$ cat src/rtl/stream_mux_rr_if.sv
// stream_mux_rr_if: channel inputs, select controls and registered output stream; master drives inputs, slave is the mux
interface stream_mux_rr_if #(
  parameter int WIDTH = 4,
  parameter int NCH = 4,
  parameter int SELW = (NCH > 1) ? $clog2(NCH) : 1
);
  logic [NCH-1:0] in_valid;
  logic [NCH*WIDTH-1:0] in_data;
  logic [NCH-1:0] in_ready;
  logic mode;
  logic [SELW-1:0] sel;
  logic out_valid;
  logic [WIDTH-1:0] out_data;
  logic [SELW-1:0] out_ch;
  logic out_ready;
  modport master (
    output in_valid, in_data, mode, sel, out_ready,
    input in_ready, out_valid, out_data, out_ch
  );
  modport slave (
    input in_valid, in_data, mode, sel, out_ready,
    output in_ready, out_valid, out_data, out_ch
  );
endinterface

$ cat src/rtl/stream_mux_rr.sv
// stream_mux_rr: NCH-to-1 stream mux, manual or round-robin grant, registered output; clk/rst plain, stream on bus (slave), optional xfer_cnt with STREAM_MUX_CNT_EN
module stream_mux_rr #(
  parameter int WIDTH = 4,
  parameter int NCH = 4
) (
  input logic clk,
  input logic rst,
  stream_mux_rr_if.slave bus
`ifdef STREAM_MUX_CNT_EN
  ,
  output logic [15:0] xfer_cnt
`endif
);
  localparam int SELW = (NCH > 1) ? $clog2(NCH) : 1;
  logic load, gnt_v, xfer;
  logic [SELW-1:0] gnt;
  logic out_valid_q, out_valid_d;
  logic [WIDTH-1:0] out_data_q, out_data_d;
  logic [SELW-1:0] out_ch_q, out_ch_d, ptr_q, ptr_d;
  // round-robin scan runs backwards so the channel closest to ptr wins
  always_comb begin
    gnt = bus.sel;
    gnt_v = (32'(bus.sel) < NCH) ? bus.in_valid[bus.sel] : 1'b0;
    if (bus.mode) begin
      gnt = '0;
      gnt_v = 1'b0;
      for (int k = NCH - 1; k >= 0; k--)
        if (bus.in_valid[(32'(ptr_q) + k) % NCH]) begin
          gnt = SELW'((32'(ptr_q) + k) % NCH);
          gnt_v = 1'b1;
        end
    end
  end
  assign load = !out_valid_q || bus.out_ready;
  assign xfer = gnt_v && load && !rst;
  assign bus.in_ready = xfer ? NCH'(1) << gnt : '0;
  always_comb begin
    out_valid_d = load ? xfer : out_valid_q;
    out_data_d = xfer ? bus.in_data[32'(gnt)*WIDTH +: WIDTH] : out_data_q;
    out_ch_d = xfer ? gnt : out_ch_q;
    ptr_d = (xfer && bus.mode) ? SELW'((32'(gnt) + 1) % NCH) : ptr_q;
  end
  always_ff @(posedge clk)
    if (rst) begin
      out_valid_q <= 1'b0;
      out_data_q <= '0;
      out_ch_q <= '0;
      ptr_q <= '0;
    end else begin
      out_valid_q <= out_valid_d;
      out_data_q <= out_data_d;
      out_ch_q <= out_ch_d;
      ptr_q <= ptr_d;
    end
  assign bus.out_valid = out_valid_q;
  assign bus.out_data = out_data_q;
  assign bus.out_ch = out_ch_q;
`ifdef STREAM_MUX_CNT_EN
  logic [15:0] xfer_cnt_q, xfer_cnt_d;
  assign xfer_cnt_d = (out_valid_q && bus.out_ready) ? xfer_cnt_q + 16'd1 : xfer_cnt_q;
  always_ff @(posedge clk)
    if (rst) xfer_cnt_q <= '0;
    else xfer_cnt_q <= xfer_cnt_d;
  assign xfer_cnt = xfer_cnt_q;
`endif
endmodule

$ cat src/flat_wrapper.sv
// flat-port wrapper written by rule: the top's interface ports become plain ports
module stream_mux_rr_flat 
#(
  parameter int WIDTH = 4,
  parameter int NCH = 4
)
  (clk, rst, bus_in_valid, bus_in_data, bus_mode, bus_sel, bus_out_ready, bus_in_ready, bus_out_valid, bus_out_data, bus_out_ch);
  stream_mux_rr_if #(.WIDTH(WIDTH), .NCH(NCH)) bus_i ();
  input logic clk;
  input logic rst;
  input wire logic [$bits(bus_i.in_valid)-1:0] bus_in_valid;
  input wire logic [$bits(bus_i.in_data)-1:0] bus_in_data;
  input wire logic [$bits(bus_i.mode)-1:0] bus_mode;
  input wire logic [$bits(bus_i.sel)-1:0] bus_sel;
  input wire logic [$bits(bus_i.out_ready)-1:0] bus_out_ready;
  output wire logic [$bits(bus_i.in_ready)-1:0] bus_in_ready;
  output wire logic [$bits(bus_i.out_valid)-1:0] bus_out_valid;
  output wire logic [$bits(bus_i.out_data)-1:0] bus_out_data;
  output wire logic [$bits(bus_i.out_ch)-1:0] bus_out_ch;
  assign bus_i.in_valid = bus_in_valid;
  assign bus_i.in_data = bus_in_data;
  assign bus_i.mode = bus_mode;
  assign bus_i.sel = bus_sel;
  assign bus_i.out_ready = bus_out_ready;
  assign bus_in_ready = bus_i.in_ready;
  assign bus_out_valid = bus_i.out_valid;
  assign bus_out_data = bus_i.out_data;
  assign bus_out_ch = bus_i.out_ch;
  stream_mux_rr #(.WIDTH(WIDTH), .NCH(NCH)) u_core (.clk(clk), .rst(rst), .bus(bus_i));
endmodule
$ cat config.mk
export PLATFORM = sky130hd
export DESIGN_NAME = stream_mux_rr_flat
export DESIGN_NICKNAME = d
export VERILOG_FILES = /design/src/rtl/stream_mux_rr_if.sv /design/src/rtl/stream_mux_rr.sv /design/src/flat_wrapper.sv
export SDC_FILE = /design/constraint.sdc
export NUM_CORES = 1
export LEC_CHECK = 0
export BUFFER_PORTS_ARGS = -buffer_cell sky130_fd_sc_hd__buf_4
export CAP_MARGIN = 20
export CORE_MARGIN = 1
export CORE_UTILIZATION = 25
export DETAILED_ROUTE_END_ITERATION = 10
export MAX_ROUTING_LAYER = met4
export SLEW_MARGIN = 20
export SYNTH_ARGS = -nofsm -noshare
export SYNTH_HDL_FRONTEND = slang
export SYNTH_SLANG_ARGS = --single-unit
$ cat constraint.sdc
create_clock -name clk -period 1.4 [get_ports clk]
set_input_delay 0.14 -clock clk [delete_from_list [all_inputs] [get_ports clk]]
set_output_delay 0.14 -clock clk [all_outputs]
set_load 0.01 [all_outputs]
* Word-level counts from Yosys, hierarchy flattened
Index checks and enable logic that the tools add are counted.
Storage, ports and cells: register bits 9, output and inout port bits 11, word-level logic and storage cells 42, input bits 26
Operators by class: muxes and demuxes 21, $add $sub $neg 4, order comparisons 5, reduce and logical (&&, ||, !) cells 6, shift operators 2
Operators with widths (number):
- 16-bit by 5-bit variable part select with 4-bit output | 1
- 2-bit by 3-bit < comparator with 1-bit output, second input constant | 5
- 1-bit binary-select mux with 2-bit select | 5
- 1-bit two-way mux | 10
- 2-bit two-way mux | 5
- 2-bit by 1-bit adder with 2-bit output, second input constant | 2
- 2-bit adder, second input constant | 2
- 4-bit two-way mux | 1
- 1-bit by 2-bit left shift with 4-bit output, first input constant | 1
- 1-bit logical AND | 3
- 1-bit zero test | 2
- 1-bit logical OR | 1

* Logic depth before layout (Yosys ltp)
Gate-level depths: netlist (run 1).
depth after elaboration 11, gate-level depth with buffers 7

* Least setup slack after synthesis (run 1)
No wires, ideal clock.
kind register to register, start point register u_core.ptr_q[1], end point register u_core.out_data_q[0], in the netlist u_core.bus.out_data[0], data arrival time 1.484 ns, setup time 0.067 ns, period minus slack after synthesis 1.551 ns, buffers on the path 1, stages on the path, launching flop included 8, setup slack -0.151 ns, cells stage by stage dfxtp_1 -> inv_1 -> a21boi_1 -> o221ai_1 -> a31o_1 -> clkbuf_2 -> mux2_4 -> o21ai_2
Between the ends: word-level cells in the longest chain between the ends 10, elaborated cells on any way between the ends 24, classes of those cells add/sub: 3; shift: 1; mux: 18; reduce/logical: 2
Ends and longest elaborated chain:
- start, declared | RTL line stream_mux_rr.sv:19 | logic [SELW-1:0] out_ch_q, out_ch_d, ptr_q, ptr_d;
- start signal, assigned | RTL line stream_mux_rr.sv:53 | ptr_q <= ptr_d;
- branches (longest 10 deep; another with 2-bit adder)
- end signal, assigned | RTL line stream_mux_rr.sv:51 | out_data_q <= out_data_d;
- end, declared | RTL line stream_mux_rr.sv:18 | logic [WIDTH-1:0] out_data_q, out_data_d;
Several ways; the timed one is not identified. The select of a mux whose other input is x is not followed. A chain may end at the register's enable or synchronous reset.

* Worst setup path after layout (run 1)
start point register u_core.ptr_q[1], end point output port bus_in_ready[2]
Between the ends: word-level cells in the longest chain between the ends 11, elaborated cells on any way between the ends 25, classes of those cells add/sub: 3; shift: 1; mux: 19; reduce/logical: 2
Ends and longest elaborated chain:
- 2-bit adder | RTL line stream_mux_rr.sv:28, stream_mux_rr.sv:29
- 1-bit binary-select mux with 2-bit select | RTL line stream_mux_rr.sv:28 | if (bus.in_valid[(32'(ptr_q) + k) % NCH]) begin
- 1-bit two-way mux (implied by the code) | RTL line stream_mux_rr.sv:28
- 1-bit two-way mux (4 in series) | RTL line stream_mux_rr.sv:28
- 1-bit two-way mux | RTL line stream_mux_rr.sv:24 | if (bus.mode) begin
- 1-bit logical AND (2 in series) | RTL line stream_mux_rr.sv:35 | assign xfer = gnt_v && load && !rst;
- 4-bit two-way mux * | RTL line stream_mux_rr.sv:36 | assign bus.in_ready = xfer ? NCH'(1) << gnt : '0;
- end, declared | RTL line flat_wrapper.sv:16 | output wire logic [$bits(bus_i.in_ready)-1:0] bus_in_ready;
Every way passes the cells marked *; elsewhere a longest branch is shown, timed or not. The select of a mux whose other input is x is not followed.

==> impl_metrics.tcl, run 1 <==
set metrics [dict create \
    run_status "finished, violations left" \
    violations "setup timing" \
    drv_cap 0 \
    area_growth_pct 88.0 \
    cts_sinks 9 \
    finalClockSkew_ns 0.00581 \
    cp_cell_sequence "inv_2 > a21boi_2 > o221ai_1 > a31o_1 > buf_12 > nor2b_4 > buf_6" \
    cp.required_ns 1.26 \
    drtIter0Drc 10 \
    powerDensity_nw_per_um2 727 \
    grtUsageTotal_pct 16.1 \
    die_area_um2 3140 \
    synth-main-ff-cell "dfxtp_1" \
    dp.final_hpwl_um 1720 \
    multiInputGateArea_um2 602 \
    core_um2 2760 \
    synth.area.top_cells "dfxtp_1 25%, mux2i_1 11%, mux2_2 6.2%, nand3b_1 6.2%, o21ai_2 4.8%" \
    vias 849 \
    route.detailed.drc 0 \
    synthAdderAreaFrac_pct 0 \
    async_reset_ff_share_pct 0 \
    syn_area_per_cell_um2 9.02 \
    slew_headroom_pct 83.7 \
    portBuffers 36 \
    synthTopCellsByCount "9 x dfxtp_1, 8 x mux2i_1, 6 x nand3b_1, 6 x nor2_1, 5 x nand2_1" \
    wl_per_cell_um 13.3 \
    fill_cells 260 \
    critical_path_class "reg -> out" \
    top_usage_layer "met2" \
    fmax_mhz 576 \
    drv_slew 0 \
    synth_compound_area_share_pct 24.5 \
    rsz0062_at_grt "yes" \
    grt_max_degree 11 \
    seq_area_frac_synth_pct 24.7 \
    fin_crit_sh_pct 124 \
    cp_max_fo 7 \
    grt_pass1_vias 892 \
    synth_most_common_cell "dfxtp_1" \
    synth_fp_nets 107 \
    tns_ns -3.07 \
    grt_util_met3_pct 3.02 \
    crit_buf_inv 3 \
    grt_util_met2_pct 28.9 \
    synth_top_area_share_pct 24.7 \
    p_leak_uw 0.000627 \
    netlist_area_um2 731 \
    grt_pass1_wl_um 3950 \
    final-setup-viol-count 11 \
    met1_usage_pct 17.4 \
    die_height_um 56.1 \
    drt_first_pass_iters 3 \
    ys_warn_count 0 \
    finalNetCount 170 \
    muxShareOfSynthArea_pct 22.8 \
    worst_pin_slew_ns 0.245 \
    finalHoldViolCount 0 \
    wirelength_um 2320 \
    ant_nets 0 \
    ys_seq_elements 9 \
    syn_inst 81 \
    slowest_stage "dfxtp_4" \
    grt_overflow 0 \
    gp_congestion 0.808 \
    period_needed_ns 1.74 \
    setup_slack_ns -0.337 \
    drive_gt1_share_pct 67.8 \
    std_cell_rows 19 \
    cts.htree.levels 1 \
    cts_max_path_buffers 2 \
    ys_types 37 \
    peakVddDrop_mv 0.388 \
    synth_edf_count 0 \
    cts_tree "yes" \
    hold_path.class "in -> reg" \
    diodes 0 \
    die_x_um 56.1 \
    cp-end-kind "output port" \
    initial_core_util_pct 26.5 \
    power.total_uw 999 \
    clockRootBuffer "clkbuf_4" \
    synthSimpleGateAreaFrac_pct 22.1 \
    synth_top_family_by_area "compound AO/OA/AOI/OAI gates" \
    start_kind "flop" \
    ioPinCount 37 \
    hold_slack_ns 0.112 \
    slowest_delay_ns 0.37 \
    antenna_found_initial 0 \
    yosysTopAreaCell "dfxtp_1" \
    arrival_ns 1.60 \
    seq_area_um2 188 \
    path_delay_family "compound AO/OA/AOI/OAI gates" \
    cts_made_buffers 3 \
    vias_per_cell 4.88 \
    cts.clk_slew.worst_paths_ns 0.06 \
    synth_xor_area_share_pct 1.20 \
    clock_latency_ns 0.26 \
]
layout by cell type, fill, tap and decap left out, types with 3 or more instances in the layout:
cell type / count
buf_4: 55
mux2i_1: 8
dfxtp_1: 7
nand3b_1: 6
buf_6: 5
nor2_1: 4
o21ai_2: 4
nand2b_1: 3
mux2_4: 3
nand2_1: 3
clkbuf_4: 3
area by class of cell:
class	count	area share (%)
tap	31	2.82
timing repair buffer	62	37.1
multi-input combinational	66	43.8
sequential	9	13.7
clock buffer	4	1.91
inverter	2	0.729
worst register-to-register path, stage by stage (launching register included):
cell and delay, ns:
dfxtp_4 0.36, inv_2 0.09, a21boi_2 0.06, o221ai_1 0.23, a31o_1 0.23, buf_12 0.13
buf_4 0.13, mux2_2 0.33, o21ai_2 0.11
final timing paths:
path | startpoint | endpoint | cells past startpoint | slack (ns)
worst max-delay path | u_core.ptr_q[1] | bus_in_ready[2] | 7 | -0.34
worst min-delay path | rst | u_core.ptr_q[0] | 2 | 0.11
worst max register to register | u_core.ptr_q[1] | u_core.bus.out_data[2] | 8 | -0.32
worst min register to register | u_core.bus.out_ch[1] | u_core.bus.out_ch[1] | 2 | 0.49
power breakdown:
part           leakage, uW  switching (uW)  internal [uW]  total (uW)
registers        0.0000759            18.6            286         304
logic             0.000536             198            296         494
clock network    0.0000150            91.4            110         201
cell families (layout without fill, tap and decap cells):
kind of cell | after synthesis | count (layout)
multiplexers | 14 | 14
AO/OA/AOI/OAI | 22 | 22
flip-flops | 9 | 9
AND/OR/NAND/NOR | 29 | 29
XOR/XNOR | 1 | 1
buffers and inverters | 6 | 68
sequential cells by signal, indices dropped and copies added, names as in the netlist:
name / cells
u_core.ptr_q: 2
u_core.bus.out_data: 4
u_core.bus.out_ch: 2
u_core.bus.out_valid: 1
repair_timing:
action / CTS / global route
resized for setup: 13 / 11
endpoints found under the setup margin: 11 / 11
buffers inserted: 8 / 3
pin swaps: 10 / 5
hold buffers: 0 / 0
metal layers:
metal / part of all wire (%) / wire length [um]
met5: 0 / 0
met4: 0.69 / 16
met3: 5.8 / 135
met2: 54 / 1250
met1: 39 / 914
per-stage QoR:
step / utilization, % / area, um^2 / cells / worst slack [ns]
6_report: 49.8 / 1370 / 174 / -0.337
5_1_grt: 49.8 / 1370 / 174 / -0.396
4_1_cts: 48.2 / 1330 / 172 / -0.335
3_5_place_dp: 43.1 / 1190 / 161 / -0.258
3_3_place_gp: 43.1 / 1190 / 161 / -0.207
2_1_floorplan: - / 766 / 81 / -0.0600
Note: power is estimated with default switching activity, not from simulation.
==> run 2, diff against run 1 <==
==> constraint.sdc (replaced) <==
create_clock -name clk -period 1.4 [get_ports clk]
set_input_delay 0.28 -clock clk [delete_from_list [all_inputs] [get_ports clk]]
set_output_delay 0.28 -clock clk [all_outputs]
set_load 0.01 [all_outputs]
==> run 2 against run 1 <==
- the run still ends with setup timing left
- first-iteration DRC count is 20% higher
- power is 0.17% lower
- clock power is 3% higher
- sequential cell count stayed put
- non-clock buffer count is 4 lower
- worst setup slack worse by 0.12 ns
- count of clock-buffer cells in the layout stayed put
- sequential power hardly changed
- register-to-register slack better by 0.02 ns
- final area is 0.45% higher
- critical endpoint unchanged
==> impl_metrics.tcl, run 2 (same netlist as run 1, synthesis figures left out) <==
set metrics [dict create \
    p_sw_share_pct 31.8 \
    finalNetCount 166 \
    route.detailed.drc 0 \
    setup_slack_ns -0.461 \
    vias 850 \
    cp.required_ns 1.12 \
    cts.htree.levels 1 \
    period_needed_ns 1.86 \
    final-setup-viol-count 11 \
    gp_congestion 0.780 \
    fin_crit_sh_pct 133 \
    fmax_mhz 537 \
    largest_reg_flops 4 \
    critical_path_class "in -> out" \
    final_common_cell "buf_4" \
    rrSetupSlack_ns -0.30 \
    clockRootBuffer "clkbuf_4" \
    powerDensity_nw_per_um2 723 \
    finalHoldViolCount 0 \
    p_clk_share_pct 20.7 \
    postLayoutCellArea_um2 1380 \
    ioPinCount 37 \
    worst_pin_slew_ns 0.213 \
    violations "setup timing" \
    cts_tree "yes" \
    slew_headroom_pct 85.8 \
    antenna_found_initial 0 \
    cellInternalPower_uw 680 \
    cp-end-kind "output port" \
    cts_sinks 9 \
    die_height_um 56.1 \
    drtIter0Drc 12 \
    p_leak_uw 0.000620 \
    wirelength_um 2350 \
    grt_overflow 0 \
    slowest_delay_ns 0.53 \
    layout_common_cells "50 x buf_4, 8 x mux2i_1, 7 x buf_6, 6 x nand3b_1, 6 x dfxtp_1" \
    peakVddDrop_mv 0.456 \
    cp_max_fo 4 \
    cp_cell_sequence "buf_6 > or4_4 > mux2_4 > nand2_2 > or2_4 > nor2b_2 > buf_4" \
    hold_path.class "in -> reg" \
    die_x_um 56.1 \
    wl_per_cell_um 13.8 \
    slowest_stage "or4_4" \
    rsz0062_at_grt "yes" \
    initial_core_util_pct 26.5 \
    seqPwrFrac_pct 30.6 \
    cts_max_path_buffers 2 \
    postLayoutCoreUtil_pct 50.0 \
    drt_first_pass_iters 4 \
    start_kind "primary input" \
    core_um2 2760 \
    drv_cap 0 \
    power_frac_comb_pct 48.7 \
    run_status "finished, violations left" \
    ant_nets 0 \
    drive_gt1_share_pct 70.5 \
    grt_pass1_wl_um 3540 \
    grt_pass1_vias 823 \
    finalClockSkew_ns 0.00448 \
    std_cell_rows 19 \
    arrival_ns 1.58 \
    cts.clk_slew.worst_paths_ns 0.06 \
    clock_latency_ns 0.27 \
    grt_max_degree 12 \
    grtUsageTotal_pct 14.4 \
    cts_made_buffers 3 \
    dp.final_hpwl_um 1600 \
    switching_power_uw 318 \
    area_growth_pct 88.9 \
    vias_per_cell 5.00 \
    portBuffers 36 \
    diodes 0 \
    placed_area_um2 1180 \
    die_area_um2 3140 \
    drv_slew 0 \
]
[run 2: power by group through the flow]
stage                     Combinational (uW)  Sequential [uW]  Clock, uW
final                                    486              305        207
after global routing                     521              310        226
after global placement                   396              308          0
after CTS                                423              303        216
after floorplan                          208              321          0
after detailed placement                 402              309          0
[run 2: layout make-up]
class | count | area, um^2
Clock buffer | 4 | 26.3
Inverter | 2 | 10.0
Tap cell | 31 | 38.8
Multi-Input combinational cell | 66 | 642
Timing Repair Buffer | 58 | 474
Fill cell | 262 | 1380
Sequential cell | 9 | 189
[run 2: repair_timing]
action / CTS / global route
gates resized for setup: 3 / 30
setup buffers: 5 / 4
cloned: 0 / 0
setup endpoints to repair: 11 / 12
pin swaps: 10 / 14
hold buffers: 0 / 0
[run 2: worst max-delay path: cells and delay by family]
| kind | cells | cell delay, ns |
|---|---|---|
| multiplexers | 1 | 0.30 |
| buffers and inverters | 2 | 0.23 |
| AND/OR/NAND/NOR | 4 | 0.77 |
[run 2: final timing paths]
kind | depth (start not counted) | from | endpoint
setup / recovery | 7 | bus_in_valid[1] | bus_in_ready[2]
hold / removal | 3 | bus_out_ready | u_core.bus.out_valid
setup reg to reg | 7 | u_core.ptr_q[1] | u_core.bus.out_data[3]
hold reg to reg | 2 | u_core.bus.out_data[1] | u_core.bus.out_data[1]
[run 2: metal layers]
layer	global-route usage (%)	vias to the layer above	part of all wire, %
li1	-	421	-
met1	18.9	383	40
met2	21.3	37	50
met3	2.56	9	6.6
met4	6.97	0	3.4
met5	-	-	0
[run 2: through the flow]
stage | hold slack, ns | cells | setup WS [ns] | setup TNS [ns] | total power, uW
finish | 0.365 | 170 | -0.461 | -3.25 | 998
global route | 0.357 | 170 | -0.524 | -4.03 | 1060
CTS | 0.336 | 169 | -0.478 | -3.23 | 943
detailed placement | 0.474 | 161 | -0.491 | -5.16 | 711
global placement | 0.469 | 161 | -0.458 | -4.87 | 704
floorplan | 0.466 | 81 | -0.204 | -1.49 | 529
==> run 3, diff against run 2 <==
--- a/config.mk
+++ b/config.mk
@@ -7,10 +7,11 @@
 export LEC_CHECK = 0
 export BUFFER_PORTS_ARGS = -buffer_cell sky130_fd_sc_hd__buf_4
 export CAP_MARGIN = 20
-export CORE_MARGIN = 1
+export CORE_MARGIN = 2
 export CORE_UTILIZATION = 25
 export DETAILED_ROUTE_END_ITERATION = 10
 export MAX_ROUTING_LAYER = met4
+export REMOVE_ABC_BUFFERS = 1
 export SLEW_MARGIN = 20
 export SYNTH_ARGS = -nofsm -noshare
 export SYNTH_HDL_FRONTEND = slang
==> run 3 against run 2 <==
- the flow still finishes with violations (setup timing)
- first-iteration DRC count is 17% higher
- worst setup slack improved by 0.018 ns
- power rose by 1.3%
- global-route usage rose by 0.38 points
- non-clock buffer count grew 9
- utilization rose by 1.1 points
- worst hold slack got worse by 0.033 ns
- wire length fell by 2.6%
- sequential share of layout area fell by 0.57 points
- cell count up 5.3%
- register-to-register slack improved by 0.07 ns
- clock skew grew 0.0017 ns
- largest power group unchanged
==> impl_metrics.tcl, run 3 (same netlist as run 1, synthesis figures left out) <==
set metrics [dict create \
    run_status "finished, violations left" \
    violations "setup timing" \
    wl_per_cell_um 12.8 \
    rr_endpoint "u_core.bus.out_data[0]" \
    seq_area_um2 185 \
    cp.required_ns 1.12 \
    grt_overflow 0 \
    layout_common_cells "57 x buf_4, 8 x mux2i_1, 8 x buf_6, 7 x dfxtp_1, 6 x nand3b_1" \
    drv_cap 0 \
    final_common_cell "buf_4" \
    vias 855 \
    drive_gt1_share_pct 67.6 \
    diodes 0 \
    hold_path.class "in -> reg" \
    dp_slack_ns -0.533 \
    slowest_stage "or4_4" \
    die_x_um 58.1 \
    worst_pin_slew_ns 0.243 \
    dp.final_hpwl_um 1720 \
    slew_headroom_pct 83.8 \
    antenna_found_initial 0 \
    finalClockSkew_ns 0.00620 \
    ant_nets 0 \
    core_um2 2760 \
    powerDensity_nw_per_um2 716 \
    clock_latency_ns 0.26 \
    worstHoldStart "rst" \
    grt_pass1_wl_um 3850 \
    die_height_um 58.1 \
    fill_cells 286 \
    wirelength_um 2290 \
    vias_per_cell 4.78 \
    rr_startpoint "u_core.ptr_q[0]" \
    rrSetupSlack_ns -0.23 \
    setup_slack_ns -0.444 \
    drv_slew 0 \
    p_leak_uw 0.000659 \
    final-setup-viol-count 12 \
    period_needed_ns 1.84 \
    critical_path_class "in -> out" \
    ioPinCount 37 \
    cts.clk_slew.worst_paths_ns 0.06 \
    std_cell_rows 19 \
    hold_end "u_core.ptr_q[0]" \
    portBuffers 36 \
    area_growth_pct 93.2 \
    cts_tree "yes" \
    slowest_delay_ns 0.53 \
    tns_ns -2.79 \
    initial_core_util_pct 26.5 \
    grt_max_degree 12 \
    cts_sinks 9 \
    whs_path_depth 3 \
    crit_start "bus_in_valid[1]" \
    drt_first_pass_iters 4 \
    cp_cell_sequence "buf_6 > or4_4 > mux2_4 > nand2_4 > or2_4 > nor2b_1 > buf_4" \
    fmax_mhz 542 \
    cp_max_fo 3 \
    rsz0062_at_grt "yes" \
    cts.htree.levels 1 \
    fin_crit_sh_pct 132 \
    finalNetCount 175 \
    peakVddDrop_mv 0.492 \
    grtUsageTotal_pct 14.8 \
    largest_reg_flops 4 \
    cts_made_buffers 3 \
    route.detailed.drc 0 \
    die_area_um2 3370 \
    postCtsHoldBufs 0 \
    finalHoldViolCount 0 \
    cts_max_path_buffers 2 \
    multiInputGateArea_um2 598 \
    rr_worst_depth 8 \
    gp_congestion 0.789 \
    grt_pass1_vias 900 \
    cp-end-kind "output port" \
    layout.cells.non_filler 179 \
    dp.cells 165 \
    start_kind "primary input" \
    power.total_uw 1010 \
    clockRootBuffer "clkbuf_4" \
    arrival_ns 1.56 \
    drtIter0Drc 14 \
]
## run 3: changes by cell type in the layout (fill, tap and decap cells not counted), moves of 2 or more
cell     previous run  this run
nor2b_2             2         0
buf_4              50        57
mux2_2              2         0
nor2_4              2         0
mux2_4              3         5
nor2_1              3         5
nor2b_1             1         4
## run 3: critical path: cells and delay by family
family,cells,cell delay [ns]
and+or+nand+nor,4,0.75
muxes,1,0.30
buffers and inverters,2,0.23
## run 3: how the worst max path moves through the flow
stage | end | cells past startpoint
floorplan | bus_in_ready[2] | 5
finish | bus_in_ready[2] | 7
global route | bus_in_ready[2] | 7
detailed placement | bus_in_ready[3] | 7
global placement | bus_in_ready[2] | 7
CTS | bus_in_ready[2] | 7
## run 3: metrics by stage
step | cell area (um^2) | utilization (%) | hold WS (ns)
final | 1410 | 51.2 | 0.332
after global routing | 1410 | 51.2 | 0.340
after CTS | 1320 | 47.7 | 0.330
after detailed placement | 1170 | 42.4 | 0.479
after global placement | 1170 | 42.4 | 0.467
after floorplan | 703 | - | 0.352
## run 3: layer usage
metal / GRT usage (%) / part of all wire [%] / up-vias
met3: 1.34 / 5.5 / 0
met4: 3.99 / 0 / 0
met1: 16.8 / 41 / 394
met2: 27.4 / 54 / 28
met5: - / 0 / -
li1: - / - / 433
## run 3: timing repair
item | CTS | global route
buffers inserted | 7 | 7
setup endpoints to repair | 12 | 12
gates resized for setup | 23 | 15
pin swaps | 11 | 11
## run 3: report_power, final
group          internal (uW)  switching (uW)
Sequential               286            19.3
Clock                    110            89.7
Combinational            311             195
## run 3: layout make-up
cell class | instances | share of cell area (%)
clock buffers | 4 | 1.86
inverters | 2 | 0.709
multi-input cells | 66 | 42.4
flip-flops and latches | 9 | 13.1
repair buffers | 67 | 39.2
well taps | 31 | 2.75
